==> src/rtl/reset_seq_pkg.sv <==
// Shared types and constants for the reset sequencer.
package reset_seq_pkg;

    // ASSERT holds the downstream reset low; RUN releases it.
    typedef enum logic {
        ASSERT = 1'b0,
        RUN    = 1'b1
    } state_t;

    // Encoding of last_cause; 2'b11 is never produced.
    localparam logic [1:0] CAUSE_POR = 2'b00;
    localparam logic [1:0] CAUSE_EXT = 2'b01;
    localparam logic [1:0] CAUSE_SW  = 2'b10;

    // Width of a down/up counter that must hold values 0..max_val.
    function automatic int cnt_width(input int max_val);
        return (max_val < 2) ? 1 : $clog2(max_val + 1);
    endfunction

endpackage

==> src/rtl/reset_sequencer_if.sv <==
// Bundle of reset request inputs, reset outputs and debug observation
// signals between the reset sequencer and its environment.
//
// Request protocol: ext_rst_req is a raw level, asynchronous to clk, and
// is only acted on after synchronization and debounce. sw_rst_req is a
// single-cycle pulse synchronous to clk; it is consumed on the edge that
// samples it in RUN and dropped without effect in ASSERT. There is no
// back-pressure: a request is never queued, so the requester needs no
// ready signal.
interface reset_sequencer_if #(
    parameter int CNT_W = 8,
    parameter int DEB_W = 8
);
    import reset_seq_pkg::*;

    logic             ext_rst_req;
    logic             sw_rst_req;
    logic             rst_n_out;
    logic             rst_active;
    logic [1:0]       last_cause;
    logic [CNT_W-1:0] reset_count;

    // Debug observation of the sequencer state and debounce progress.
    state_t           dbg_state;
    logic [DEB_W-1:0] dbg_debounce;

    // Environment side: issues requests, observes reset outputs.
    modport master (
        output ext_rst_req,
        output sw_rst_req,
        input  rst_n_out,
        input  rst_active,
        input  last_cause,
        input  reset_count,
        input  dbg_state,
        input  dbg_debounce
    );

    // Sequencer side.
    modport slave (
        input  ext_rst_req,
        input  sw_rst_req,
        output rst_n_out,
        output rst_active,
        output last_cause,
        output reset_count,
        output dbg_state,
        output dbg_debounce
    );

endinterface

==> src/rtl/reset_req_sync.sv <==
// Multi-flop bit synchronizer for an asynchronous level, cleared to 0
// asynchronously by rst.
module reset_req_sync #(
    parameter int STAGES = 2
) (
    input  logic clk,
    input  logic rst,
    input  logic i_d,
    output logic o_q
);

    logic [STAGES-1:0] r_sync;

    // Shift the raw level through the chain; bit 0 is the metastable stage.
    always_ff @(posedge clk or posedge rst) begin
        if (rst) begin
            r_sync <= '0;
        end else begin
            r_sync <= {r_sync[STAGES-2:0], i_d};
        end
    end

    assign o_q = r_sync[STAGES-1];

endmodule

==> src/rtl/reset_sequencer.sv <==
// Reset sequencer: merges power-on reset, a debounced external request and
// a software pulse into one stretched active-low reset for the counter
// datapath, and records the reset cause and a saturating event count.
module reset_sequencer
    import reset_seq_pkg::*;
#(
    parameter int SYNC_STAGES     = 2,
    parameter int DEBOUNCE_CYCLES = 4,
    parameter int STRETCH_CYCLES  = 8,
    parameter int CNT_W           = 8,
    parameter int DBG_W           = 8
) (
    input  logic               clk,
    input  logic               rst,
    reset_sequencer_if.slave   bus
);

    localparam int DEB_CW = cnt_width(DEBOUNCE_CYCLES);
    localparam int STR_CW = cnt_width(STRETCH_CYCLES - 1);

    // Debounce completes on the edge that would bring the count to
    // DEBOUNCE_CYCLES, so compare against one less.
    localparam logic [DEB_CW-1:0] DEB_LAST = DEB_CW'(DEBOUNCE_CYCLES - 1);
    // Stretch counts remaining edges; at 0 the next quiet edge releases.
    localparam logic [STR_CW-1:0] STR_LOAD = STR_CW'(STRETCH_CYCLES - 1);
    localparam logic [CNT_W-1:0]  CNT_MAX  = '1;

    state_t            r_state;
    logic [STR_CW-1:0] r_stretch;
    logic [DEB_CW-1:0] r_deb;
    logic [1:0]        r_cause;
    logic [CNT_W-1:0]  r_count;
    logic              r_rst_n;
    logic              r_active;

    state_t            w_state;
    logic [STR_CW-1:0] w_stretch;
    logic [DEB_CW-1:0] w_deb;
    logic [1:0]        w_cause;
    logic [CNT_W-1:0]  w_count;
    logic              w_ext_sync;
    logic              w_ext_accept;
    logic              w_event;

    reset_req_sync #(
        .STAGES (SYNC_STAGES)
    ) u_ext_sync (
        .clk (clk),
        .rst (rst),
        .i_d (bus.ext_rst_req),
        .o_q (w_ext_sync)
    );

    // Next-state logic: stretch countdown in ASSERT, debounce and request
    // acceptance in RUN.
    always_comb begin
        w_state      = r_state;
        w_stretch    = r_stretch;
        w_deb        = r_deb;
        w_cause      = r_cause;
        w_count      = r_count;
        w_ext_accept = 1'b0;
        w_event      = 1'b0;

        case (r_state)
            ASSERT: begin
                // Requests during reset only lengthen it; nothing is logged.
                w_deb = '0;
                if (w_ext_sync) begin
                    w_stretch = STR_LOAD;
                end else if (r_stretch == '0) begin
                    w_state = RUN;
                end else begin
                    w_stretch = r_stretch - 1'b1;
                end
            end

            RUN: begin
                if (w_ext_sync) begin
                    if (r_deb == DEB_LAST) begin
                        w_ext_accept = 1'b1;
                    end else begin
                        w_deb = r_deb + 1'b1;
                    end
                end else begin
                    w_deb = '0;
                end

                // An ext acceptance and a sw pulse on the same edge are one
                // event attributed to the external source.
                w_event = w_ext_accept | bus.sw_rst_req;
                if (w_event) begin
                    w_state   = ASSERT;
                    w_stretch = STR_LOAD;
                    w_deb     = '0;
                    w_cause   = w_ext_accept ? CAUSE_EXT : CAUSE_SW;
                    if (r_count != CNT_MAX) begin
                        w_count = r_count + 1'b1;
                    end
                end
            end

            default: begin
                w_state   = ASSERT;
                w_stretch = STR_LOAD;
                w_deb     = '0;
            end
        endcase
    end

    // State and output registers; rst asserts the output reset at once and
    // restarts the sequence as a power-on reset.
    always_ff @(posedge clk or posedge rst) begin
        if (rst) begin
            r_state   <= ASSERT;
            r_stretch <= STR_LOAD;
            r_deb     <= '0;
            r_cause   <= CAUSE_POR;
            r_count   <= '0;
            r_rst_n   <= 1'b0;
            r_active  <= 1'b1;
        end else begin
            r_state   <= w_state;
            r_stretch <= w_stretch;
            r_deb     <= w_deb;
            r_cause   <= w_cause;
            r_count   <= w_count;
            r_rst_n   <= (w_state == RUN);
            r_active  <= (w_state == ASSERT);
        end
    end

    assign bus.rst_n_out    = r_rst_n;
    assign bus.rst_active   = r_active;
    assign bus.last_cause   = r_cause;
    assign bus.reset_count  = r_count;
    assign bus.dbg_state    = r_state;
    assign bus.dbg_debounce = DBG_W'(r_deb);

endmodule

==> src/flat_wrapper.sv <==
// flat-port wrapper written by rule: the top's interface ports become plain ports
module reset_sequencer_flat import reset_seq_pkg::*;
#(
    parameter int SYNC_STAGES     = 2,
    parameter int DEBOUNCE_CYCLES = 4,
    parameter int STRETCH_CYCLES  = 8,
    parameter int CNT_W           = 8,
    parameter int DBG_W           = 8
)
  (clk, rst, bus_ext_rst_req, bus_sw_rst_req, bus_rst_n_out, bus_rst_active, bus_last_cause, bus_reset_count, bus_dbg_state, bus_dbg_debounce);
  reset_sequencer_if #(.CNT_W(CNT_W)) bus_i ();
  input  logic clk;
  input  logic rst;
  input wire logic [$bits(bus_i.ext_rst_req)-1:0] bus_ext_rst_req;
  input wire logic [$bits(bus_i.sw_rst_req)-1:0] bus_sw_rst_req;
  output wire logic [$bits(bus_i.rst_n_out)-1:0] bus_rst_n_out;
  output wire logic [$bits(bus_i.rst_active)-1:0] bus_rst_active;
  output wire logic [$bits(bus_i.last_cause)-1:0] bus_last_cause;
  output wire logic [$bits(bus_i.reset_count)-1:0] bus_reset_count;
  output wire logic [$bits(bus_i.dbg_state)-1:0] bus_dbg_state;
  output wire logic [$bits(bus_i.dbg_debounce)-1:0] bus_dbg_debounce;
  assign bus_i.ext_rst_req = bus_ext_rst_req;
  assign bus_i.sw_rst_req = bus_sw_rst_req;
  assign bus_rst_n_out = bus_i.rst_n_out;
  assign bus_rst_active = bus_i.rst_active;
  assign bus_last_cause = bus_i.last_cause;
  assign bus_reset_count = bus_i.reset_count;
  assign bus_dbg_state = bus_i.dbg_state;
  assign bus_dbg_debounce = bus_i.dbg_debounce;
  reset_sequencer #(.SYNC_STAGES(SYNC_STAGES), .DEBOUNCE_CYCLES(DEBOUNCE_CYCLES), .STRETCH_CYCLES(STRETCH_CYCLES), .CNT_W(CNT_W), .DBG_W(DBG_W)) u_core (.clk(clk), .rst(rst), .bus(bus_i));
endmodule
==> config.mk <==
export PLATFORM = sky130hd
export DESIGN_NAME = reset_sequencer_flat
export DESIGN_NICKNAME = d
export VERILOG_FILES = /design/src/rtl/reset_seq_pkg.sv /design/src/rtl/reset_sequencer_if.sv /design/src/rtl/reset_req_sync.sv /design/src/rtl/reset_sequencer.sv /design/src/flat_wrapper.sv
export SDC_FILE = /design/constraint.sdc
export NUM_CORES = 1
export LEC_CHECK = 0
export ABC_AREA = 0
export CAP_MARGIN = 30
export CELL_PAD_IN_SITES_DETAIL_PLACEMENT = 0
export CELL_PAD_IN_SITES_GLOBAL_PLACEMENT = 1
export CORE_MARGIN = 1
export CORE_UTILIZATION = 38
export CTS_BUF_LIST = sky130_fd_sc_hd__clkbuf_4
export DETAILED_ROUTE_END_ITERATION = 10
export PLACE_DENSITY = 0.81
export SETUP_SLACK_MARGIN = 0.05
export SLEW_MARGIN = 25
export SYNTH_ARGS = -nofsm -noshare
export SYNTH_HDL_FRONTEND = slang
export SYNTH_SLANG_ARGS = --single-unit
==> constraint.sdc <==
create_clock -name clk -period 2.3 [get_ports clk]
set_clock_uncertainty 0.05 [all_clocks]
set_input_delay 0.46 -clock clk [delete_from_list [all_inputs] [get_ports clk]]
set_output_delay 0.46 -clock clk [all_outputs]
set_load 0.02 [all_outputs]
# Yosys cells after proc, flatten, opt, wreduce, memory -nomap -nowiden
# Index checks and enable logic that the tools add are counted.
totals:
  reg_bits: 20
  latch_bits: 0
  mem_bits_rw: 0
  rom_bits: 0
  out_inout_bits: 21
  wordCells: 38
  memories: 0
classes:
  n_addsub: 3
  n_mul: 0
  div: 0
  magnitude_cmp: 0
  n_eq_ne: 5
  shifts: 0
  mux: 16
  bitwise_logic: 3
  reduce_logical: 4
ops:
  columns: ["operator", "n"]
  rows:
  - ["$mux W3", 6]
  - ["$pmux W3 S2", 2]
  - ["$add A8 B1 Y8 const B", 1]
  - ["$ne A8 B8 Y1 const B", 1]
  - ["$mux W1", 6]
  - ["$ne A4 B4 Y1 const B", 1]
  - ["$reduce_and A2 Y1", 2]
  - ["$add A3 B1 Y3 const B", 1]
  - ["$eq A3 B2 Y1 const B", 1]
  - ["$logic_not A3 Y1", 1]
  - ["$ne A3 B3 Y1 const B", 1]
  - ["$reduce_and A3 Y1", 1]
  - ["$sub A3 B1 Y3 const B", 1]
  - ["$mux W2", 1]
  - ["$ne A2 B2 Y1 const B", 1]
  - ["$not A1 Y1", 2]
  - ["$pmux W1 S2", 1]
  - ["$or A1 B1 Y1", 1]

# Depth between registers and ports, before layout
# Gate-level depths: netlist of run 1.
depth:
  depth_word: 8
  depth_mapped: 6

# Hierarchy
# A second synthesis of run 1 with hierarchy kept.
hier_totals:
  cells_unflattened: 90
  hier_area_um2: 1027.2
by_module_without_submodules:
  columns: ["module", "instances", "cells_per_inst", "area_each_um2", "seq_area_each_um2"]
  rows:
  - ["reset_sequencer", 1, 87, 973.4, 455.4]
  - ["reset_req_sync", 1, 3, 53.8, 50.0]

# Worst setup path after synthesis of run 1
# No wires, ideal clock.
synth_timing:
  path_type: "register to register"
  start: "register u_core.r_deb[0]"
  end: "register u_core.r_count[1] (netlist: u_core.bus.reset_count[1])"
  arrival_time_ns: 1.610
  t_required_ns: 2.122
  path_slack_ns: 0.512
  stages_incl_launch_ff: 7
  n_path_buf: 0
  cell_sequence: "dfrtp_1 -> ha_1 -> ha_1 -> a21oi_2 -> nor2_1 -> nand2_2 -> mux2_1"
synth_via:
  elab_chain_cells: 6
synth_lines:
  columns: ["item", "line", "rtl"]
  rows:
  - ["start, declared", "reset_sequencer.sv:30", "logic [DEB_CW-1:0] r_deb;"]
  - ["start signal, assigned", "reset_sequencer.sv:125", "r_deb <= w_deb;"]
  - ["$eq A3 B2 Y1", "reset_sequencer.sv:80", "if (r_deb == DEB_LAST) begin"]
  - ["$mux W1", "reset_sequencer.sv:80", null]
  - ["$mux W1", "reset_sequencer.sv:79", "if (w_ext_sync) begin"]
  - ["$mux W1", "reset_sequencer.sv:65", "case (r_state)"]
  - ["$or A1 B1 Y1", "reset_sequencer.sv:91", "w_event = w_ext_accept | bus.sw_rst_req;"]
  - ["$reduce_and A3 Y1 (no source line)", null, null]
  - ["end signal, assigned", "reset_sequencer.sv:127", "r_count <= w_count;"]
  - ["end, declared", "reset_sequencer.sv:32", "logic [CNT_W-1:0] r_count;"]
# Every way passes these cells. The select of a mux whose other input is x is not followed.
# A chain may end at the register's enable or synchronous reset.

# Worst setup path after layout of run 1
layout_timing:
  start: "register u_core.r_state (netlist: u_core.bus.dbg_state)"
  end: "output bus_dbg_state"
layout_rtl:
  columns: ["item", "line", "rtl"]
  rows:
  - ["start, declared", "reset_sequencer.sv:28", "state_t r_state;"]
  - ["start signal, assigned", "reset_sequencer.sv:123", "r_state <= w_state;"]
  - ["end, declared", "flat_wrapper.sv:20", "output wire logic [$bits(bus_i.dbg_state)-1:0] bus_dbg_state;"]
# No word-level cell between the ends.

==> results.md, run 1 <==
* Initial DRC Count at 9
* Combined area of all synthesized cells at 987.2 um2
* Met3 capacity usage during global routing at 0.02586
* Final worst-path cycle share at 0.8713
* 1st-pass router iterations at 4
* Total Die Area at 2806 um2
* Final antenna-violating net count at 0
* Syn Area/Cell at 10.62 um2
* Sequential cell area fraction in the yosys report at 0.5120
* Clock-pin slew reported for the worst setup and hold paths after clock tree synthesis at 120 ps
* R2r endpoint: u_core.bus.reset_count[1]
* Worst-path maximum fanout at 10
* Global Route Usage Sum at 0.1413
* Gate count after technology mapping at 93
* Required time of the worst setup path at 1790 ps
* Max IR drop VDD at 0.2859 mV
* Maximum root-to-sink buffer count at 2
* Footprint of the flip-flops and latches at 505.5 um2
* Number of antenna cells inserted at 0
* Placeable core region at 2455 um2
* Cell count of the worst reg-to-reg path at 6
* Flops & latches, synth at 20
* P&R area growth vs syn at 24.59%
* # Post-CTS Setup Buffers at 0
* Worst hold-check path type: register to register
* Total of warnings raised by yosys at 0
* Total of buffers placed on input and output ports at 19
* DR DRC count at 0
* Endpoint kind of the worst setup timing path: output pin
* Die Y-Extent at 52.97 um
* Resized cells post-CTS at 0
* Filler cell count at 227
* Gp weighted congestion at 0.8073
* TritonCTS clock tree: done
* Cell breakdown of the critical path: clkdlybuf4s50_1
* Global routing met2 resource utilization at 0.2215
* CTS H-tree depth at 1
* Number of library cell types mapped by synthesis at 32
* Number of sinks driven by the clock tree at 20
* Final Routed Wirelength at 1630 um
* Clock insertion delay at the later pin of the skew report at 300 ps
* Startpoint class of the critical path: register
* Pleak at 0.5519 nW
* Final period demand of the worst path at 2004 ps
* Highest clock frequency the design can meet at 0.4990 GHz
* Worst stage delay on the critical path at 660 ps
* Unrepaired setup endpoints after global routing: no
* Hold Violations, Final at 0
* Signal arrival time at the worst endpoint at 1490 ps
* Slack of the worst reg-to-reg path at 480 ps
* Detail-routed via count per cell at 4.937
* Die outline width at 52.97 um
* Leftover overflow at the end of global routing at 0
* Largest net degree at the start of global routing at 21
* Cts bufs inserted at 3
* Detailed-placement wirelength estimate at 1232 um
* Worst flop-to-flop path startpoint: u_core.r_deb[0]
* Cell family with most CP delay: buffers and inverters
* Average wire length per cell after detail routing at 11.40 um
* Final TNS setup at 0 ps
* Final setup violation count at 0
* Startpoint of the most critical setup path: u_core.bus.dbg_state
* Footprint of the multi-input gates at 410.4 um2
* Run status: completed
* Slowest cell on crit path: clkdlybuf4s50_1
* First-pass GRT wire length at 2787 um
* Std cell rows at 18
* Post-CTS Hold Fix Bufs at 0
* Layout cell share with drive strength beyond 1 at 0.1504
* Number of global-route vias before repair at 658
* Number of max-slew violations in the final report at 0
* Power per cell area at 622.2 nW/um2
* Post-route core utilization at 0.5010
* Initial Util at 0.4021
* Depth of the critical timing path with buffers and inverters included at 1
* Post-layout nets at 123
* Total of max-cap violations at 0
* Initial antenna violation count at 0
* Top-Level Pins at 25
* Bufs and invs on worst path at 1
* Type of the setup path with the least slack: register to output pin
* Global route hottest layer: met2
* Buffer type at the clock tree root: clkbuf_4
* Vias at 706
* GR met1 Demand/Resource at 0.1759
* Capturing instance or port of the critical path: bus_dbg_state
-- where the power goes --
part	total [mW]	switching, mW	internal [mW]
Combinational	0.0931	0.0517	0.0414
Sequential	0.389	0.0155	0.374
Clock	0.283	0.107	0.176
Total	0.765	0.174	0.591
-- per-stage QoR --
stage | total power [mW] | hold WS (ps) | setup slack [ps] | cells | instance area, um2
final | 0.7652 | 316.1 | 295.9 | 143 | 1230
after global routing | 0.8060 | 327.4 | 185.8 | 143 | 1230
after CTS | 0.7733 | 319.1 | 264.0 | 143 | 1230
after detailed placement | 0.4906 | 291.3 | 350.3 | 139 | 1177
after global placement | 0.4871 | 292.4 | 366.9 | 139 | 1177
after floorplan | 0.4560 | 281.2 | 512.3 | 97 | 1002
-- cells in the mapped netlist --
master | n | share of area
nand4_1 | 1 | 0.0063
nand2_2 | 1 | 0.0063
nor2_1 | 7 | 0.027
nor3_4 | 1 | 0.016
inv_2 | 2 | 0.0076
a21oi_1 | 4 | 0.020
nand3_2 | 1 | 0.010
a22o_1 | 1 | 0.0089
dfstp_2 | 4 | 0.11
o21a_1 | 1 | 0.0076
dfrtp_1 | 16 | 0.41
nand2_1 | 7 | 0.027
nand3_1 | 5 | 0.025
a21oi_2 | 2 | 0.018
a211oi_1 | 1 | 0.0076
inv_1 | 5 | 0.019
and4_1 | 1 | 0.0089
a211o_1 | 1 | 0.0089
a22oi_1 | 1 | 0.0076
a31oi_1 | 2 | 0.013
nor4_1 | 1 | 0.0063
xnor2_1 | 3 | 0.027
nor2b_1 | 2 | 0.013
conb_1 | 1 | 0.0038
o21ai_0 | 2 | 0.010
mux2_1 | 2 | 0.023
or3_4 | 1 | 0.011
nor3_1 | 2 | 0.010
buf_4 | 8 | 0.061
ha_1 | 5 | 0.063
nor4b_1 | 1 | 0.0089
and3_1 | 1 | 0.0063
-- area by class of cell --
| type | instances | area share |
|---|---|---|
| Multi-Input combinational cell | 62 | 0.3337 |
| Tap cell | 30 | 0.03052 |
| Clock buffer | 3 | 0.01831 |
| Inverter | 7 | 0.02136 |
| Sequential cell | 20 | 0.4110 |
| Clock inverter | 1 | 0.02442 |
| Timing Repair Buffer | 20 | 0.1607 |
-- per-layer routing --
layer  up-vias  share of wire  wire length (um)
met3         4          0.044                72
li1        344              -                 -
met1       337           0.47               765
met4         0          0.019                31
met2        21           0.47               760
met5         -              0                 0
-- flip-flops by register name (all words and copies together), names as in the netlist --
register,flops
u_core.bus.dbg_state,1
u_core.bus.last_cause,2
u_core.bus.reset_count,8
u_core.bus.rst_active,1
u_core.r_deb,3
u_core.r_stretch,3
u_core.u_ext_sync.r_sync,2
-- placed cells by master, fill, tap and decap left out --
cell type | Yosys | layout
clkdlybuf4s50_1 | 0 | 19
dfrtp_1 | 16 | 16
nor2_1 | 7 | 7
nand2_1 | 7 | 7
inv_1 | 5 | 5
nand3_1 | 5 | 5
ha_1 | 5 | 5
conb_1 | 1 | 5
a21oi_1 | 4 | 4
dfstp_2 | 4 | 4
xnor2_1 | 3 | 3
clkbuf_4 | 0 | 3
inv_2 | 2 | 2
a21oi_2 | 2 | 2
nor3_1 | 2 | 2
nor2b_1 | 2 | 2
a31oi_1 | 2 | 2
mux2_1 | 2 | 2
o21ai_0 | 2 | 2
nand3_2 | 1 | 1
or3_4 | 1 | 1
nand2_2 | 1 | 1
nor4b_1 | 1 | 1
a22oi_1 | 1 | 1
a211o_1 | 1 | 1
a22o_1 | 1 | 1
and4_1 | 1 | 1
a211oi_1 | 1 | 1
nor3_4 | 1 | 1
o21a_1 | 1 | 1
nand4_1 | 1 | 1
nor4_1 | 1 | 1
and3_1 | 1 | 1
bufinv_16 | 0 | 1
buf_4 | 8 | 1
-- logic make-up (layout without fill, tap and decap cells) --
kind of cell | after synthesis | in the layout | synth area share
AND/OR/NAND/NOR | 32 | 32 | 0.1825
flip-flops | 20 | 20 | 0.5120
AO/OA/AOI/OAI | 15 | 15 | 0.1014
buffers and inverters | 15 | 31 | 0.08746
adder cells (fa/ha/maj) | 5 | 5 | 0.06337
XOR/XNOR | 3 | 3 | 0.02662
multiplexers | 2 | 2 | 0.02281
other | 1 | 5 | 0.003799
-- worst register-to-register path: cells and delay by family (launching register included) --
kind	cells	cell delay [ps]
adder cells (fa/ha/maj)	2	430
multiplexers	1	320
AND/OR/NAND/NOR	2	200
AO/OA/AOI/OAI	1	290
flip-flops	1	410
-- worst min path at each step --
stage	slack (ps)	depth (start not counted)	end	from
2_1_floorplan	280	0	u_core.u_ext_sync.r_sync[1]	u_core.u_ext_sync.r_sync[0]
3_3_place_gp	290	0	u_core.u_ext_sync.r_sync[1]	u_core.u_ext_sync.r_sync[0]
3_5_place_dp	290	0	u_core.u_ext_sync.r_sync[1]	u_core.u_ext_sync.r_sync[0]
4_1_cts	320	0	u_core.u_ext_sync.r_sync[1]	u_core.u_ext_sync.r_sync[0]
5_1_grt	330	0	u_core.u_ext_sync.r_sync[1]	u_core.u_ext_sync.r_sync[0]
6_report	320	0	u_core.u_ext_sync.r_sync[1]	u_core.u_ext_sync.r_sync[0]
(Power assumes the default switching activity.)
==> run 2: changes to the inputs <==
==> constraint.sdc (replaced) <==
create_clock -name clk -period 2.1 [get_ports clk]
set_clock_uncertainty 0.05 [all_clocks]
set_input_delay 0.42 -clock clk [delete_from_list [all_inputs] [get_ports clk]]
set_output_delay 0.42 -clock clk [all_outputs]
set_load 0.02 [all_outputs]
==> run 2 against run 1 <==
Against the previous run:
- routed wire length is 0.12% lower
- combinational power is 8% higher
- via count is 1.1% lower
- sequential share of layout area is 0.060 points higher
- design area is 0.10% higher
- register-to-register slack worse by 190 ps
- hold slack worse by 4.4 ps
- critical path depth stayed put
- first-iteration DRC count is 11% lower
- critical path type unchanged
- critical endpoint is now bus_rst_active
- largest power group unchanged
- highest routed layer unchanged
==> results.md, run 2 (synthesis gave the netlist of run 1 again) <==
* Clock-pin slew reported for the worst setup and hold paths after clock tree synthesis at 120 ps
* Filler cell count at 250
* Cell total after placement at 139
* Worst hold-check path type: register to register
* Total power draw at 843.3 uW
* Global Route Usage Sum at 0.1460
* # Post-CTS Setup Buffers at 0
* Worst-path maximum fanout at 1
* Met1 Routed Length at 785 um
* Number of cells traversed by the worst hold path at 0
* Final TNS setup at 0 ps
* Endpoint kind of the worst setup timing path: output pin
* Worst hold margin at 311.7 ps
* Startpoint class of the critical path: register
* Finished Layout Cells at 143
* DR WL met3 at 67 um
* Cts bufs inserted at 3
* First-pass GRT wire length at 2842 um
* Gp weighted congestion at 0.8148
* Max Used Layer: met4
* Vias at 698
* DR DRC count at 0
* TritonCTS clock tree: done
* Number of global-route vias before repair at 676
* Worst flop-to-flop path startpoint: u_core.r_deb[0]
* Std cell rows at 18
* 1st-pass router iterations at 4
* Detail Route met2 WL at 743 um
* Slowest cell on crit path: clkdlybuf4s50_1
* Initial DRC Count at 8
* Number of antenna cells inserted at 0
* Signal arrival time at the worst endpoint at 1430 ps
* Unrepaired setup endpoints after global routing: no
* Final period demand of the worst path at 1902 ps
* Pleak at 0.5503 nW
* Cell breakdown of the critical path: clkdlybuf4s50_1
* Final antenna-violating net count at 0
* Commonest non-fill, non-tap cell in the layout: clkdlybuf4s50_1
* Cell family with most CP delay: buffers and inverters
* Flip-flop count of the largest register after layout at 8
* Slack of the worst reg-to-reg path at 290 ps
* Average wire length per cell after detail routing at 11.38 um
* Final Routed Wirelength at 1628 um
* Placeable core region at 2455 um2
* Max IR drop VDD at 0.3258 mV
* Final setup violation count at 0
* Leading cell types in the layout, fill and taps excluded: clkdlybuf4s50_1, dfrtp_1, nor2_1, nand2_1
* Required time of the worst setup path at 1630 ps
* Type of the setup path with the least slack: register to output pin
* Highest clock frequency the design can meet at 0.5257 GHz
* Clock insertion delay at the later pin of the skew report at 300 ps
* Hold EP: u_core.u_ext_sync.r_sync[1]
* Maximum root-to-sink buffer count at 2
* Beginning of the worst hold path: u_core.u_ext_sync.r_sync[0]
* Largest net degree at the start of global routing at 21
* Die outline width at 52.97 um
* Number of sinks driven by the clock tree at 20
* Startpoint of the most critical setup path: u_core.bus.rst_active
* Top-Level Pins at 25
* Leftover overflow at the end of global routing at 0
* Buffer type at the clock tree root: clkbuf_4
* Final worst-path cycle share at 0.9058
* Total of buffers placed on input and output ports at 19
* Detail-routed via count per cell at 4.881
* Initial Util at 0.4021
* Detailed-placement wirelength estimate at 1228 um
* Layout cell share with drive strength beyond 1 at 0.1593
* Power per cell area at 684.9 nW/um2
* P&R area growth vs syn at 24.71%
* Cell count of the worst reg-to-reg path at 6
* Total of max-cap violations at 0
* Die Y-Extent at 52.97 um
* R2r endpoint: u_core.bus.reset_count[1]
* Hold Violations, Final at 0
* Initial antenna violation count at 0
* Run status: completed
* Number of max-slew violations in the final report at 0
* Worst stage delay on the critical path at 590 ps
* Bufs and invs on worst path at 1
* Total Die Area at 2806 um2
* Post-layout nets at 123
* CTS H-tree depth at 1
-- run 2: worst max-delay path by stage --
stage,endpoint,depth (start not counted)
after floorplan,u_core.bus.reset_count[1],6
after global placement,u_core.bus.reset_count[5],5
after detailed placement,u_core.bus.reset_count[5],5
after CTS,bus_dbg_state,1
after global routing,bus_reset_count[3],1
final,bus_rst_active,1
-- run 2: per-layer routing --
metal	track usage	vias to the layer above
met2	0.2278	17
met4	0.1140	0
met3	0.02874	4
li1	-	349
met5	0	-
met1	0.1735	328
-- run 2: layout make-up --
class	instances	area (um2)	area share
timing repair buffer	20	197.7	0.1606
clock inverter	1	30.03	0.02439
clock buffer	3	22.52	0.01829
sequential	20	506.7	0.4116
inverter	7	26.28	0.02134
multi-input combinational	62	410.4	0.3333
tap	30	37.54	0.03049
-- run 2: timing repair --
item / in CTS / in global routing
resized for setup: 0 / 1
hold buffers: 0 / 0
setup endpoints to repair: 0 / 2
-- run 2: through the flow --
stage               setup WS, ps  area [um2]  utilization
finish                     197.9        1231       0.5015
global route               141.0        1231       0.5015
CTS                        100.4        1230       0.5010
detailed placement         158.2        1177       0.4796
global placement           206.2        1177       0.4796
floorplan                  312.3        1002            -
-- run 2: power breakdown --
group	total (mW)	switching [mW]	internal, mW
combinational	0.101	0.0561	0.0452
sequential	0.426	0.0168	0.409
clock	0.316	0.123	0.193
total	0.843	0.196	0.647
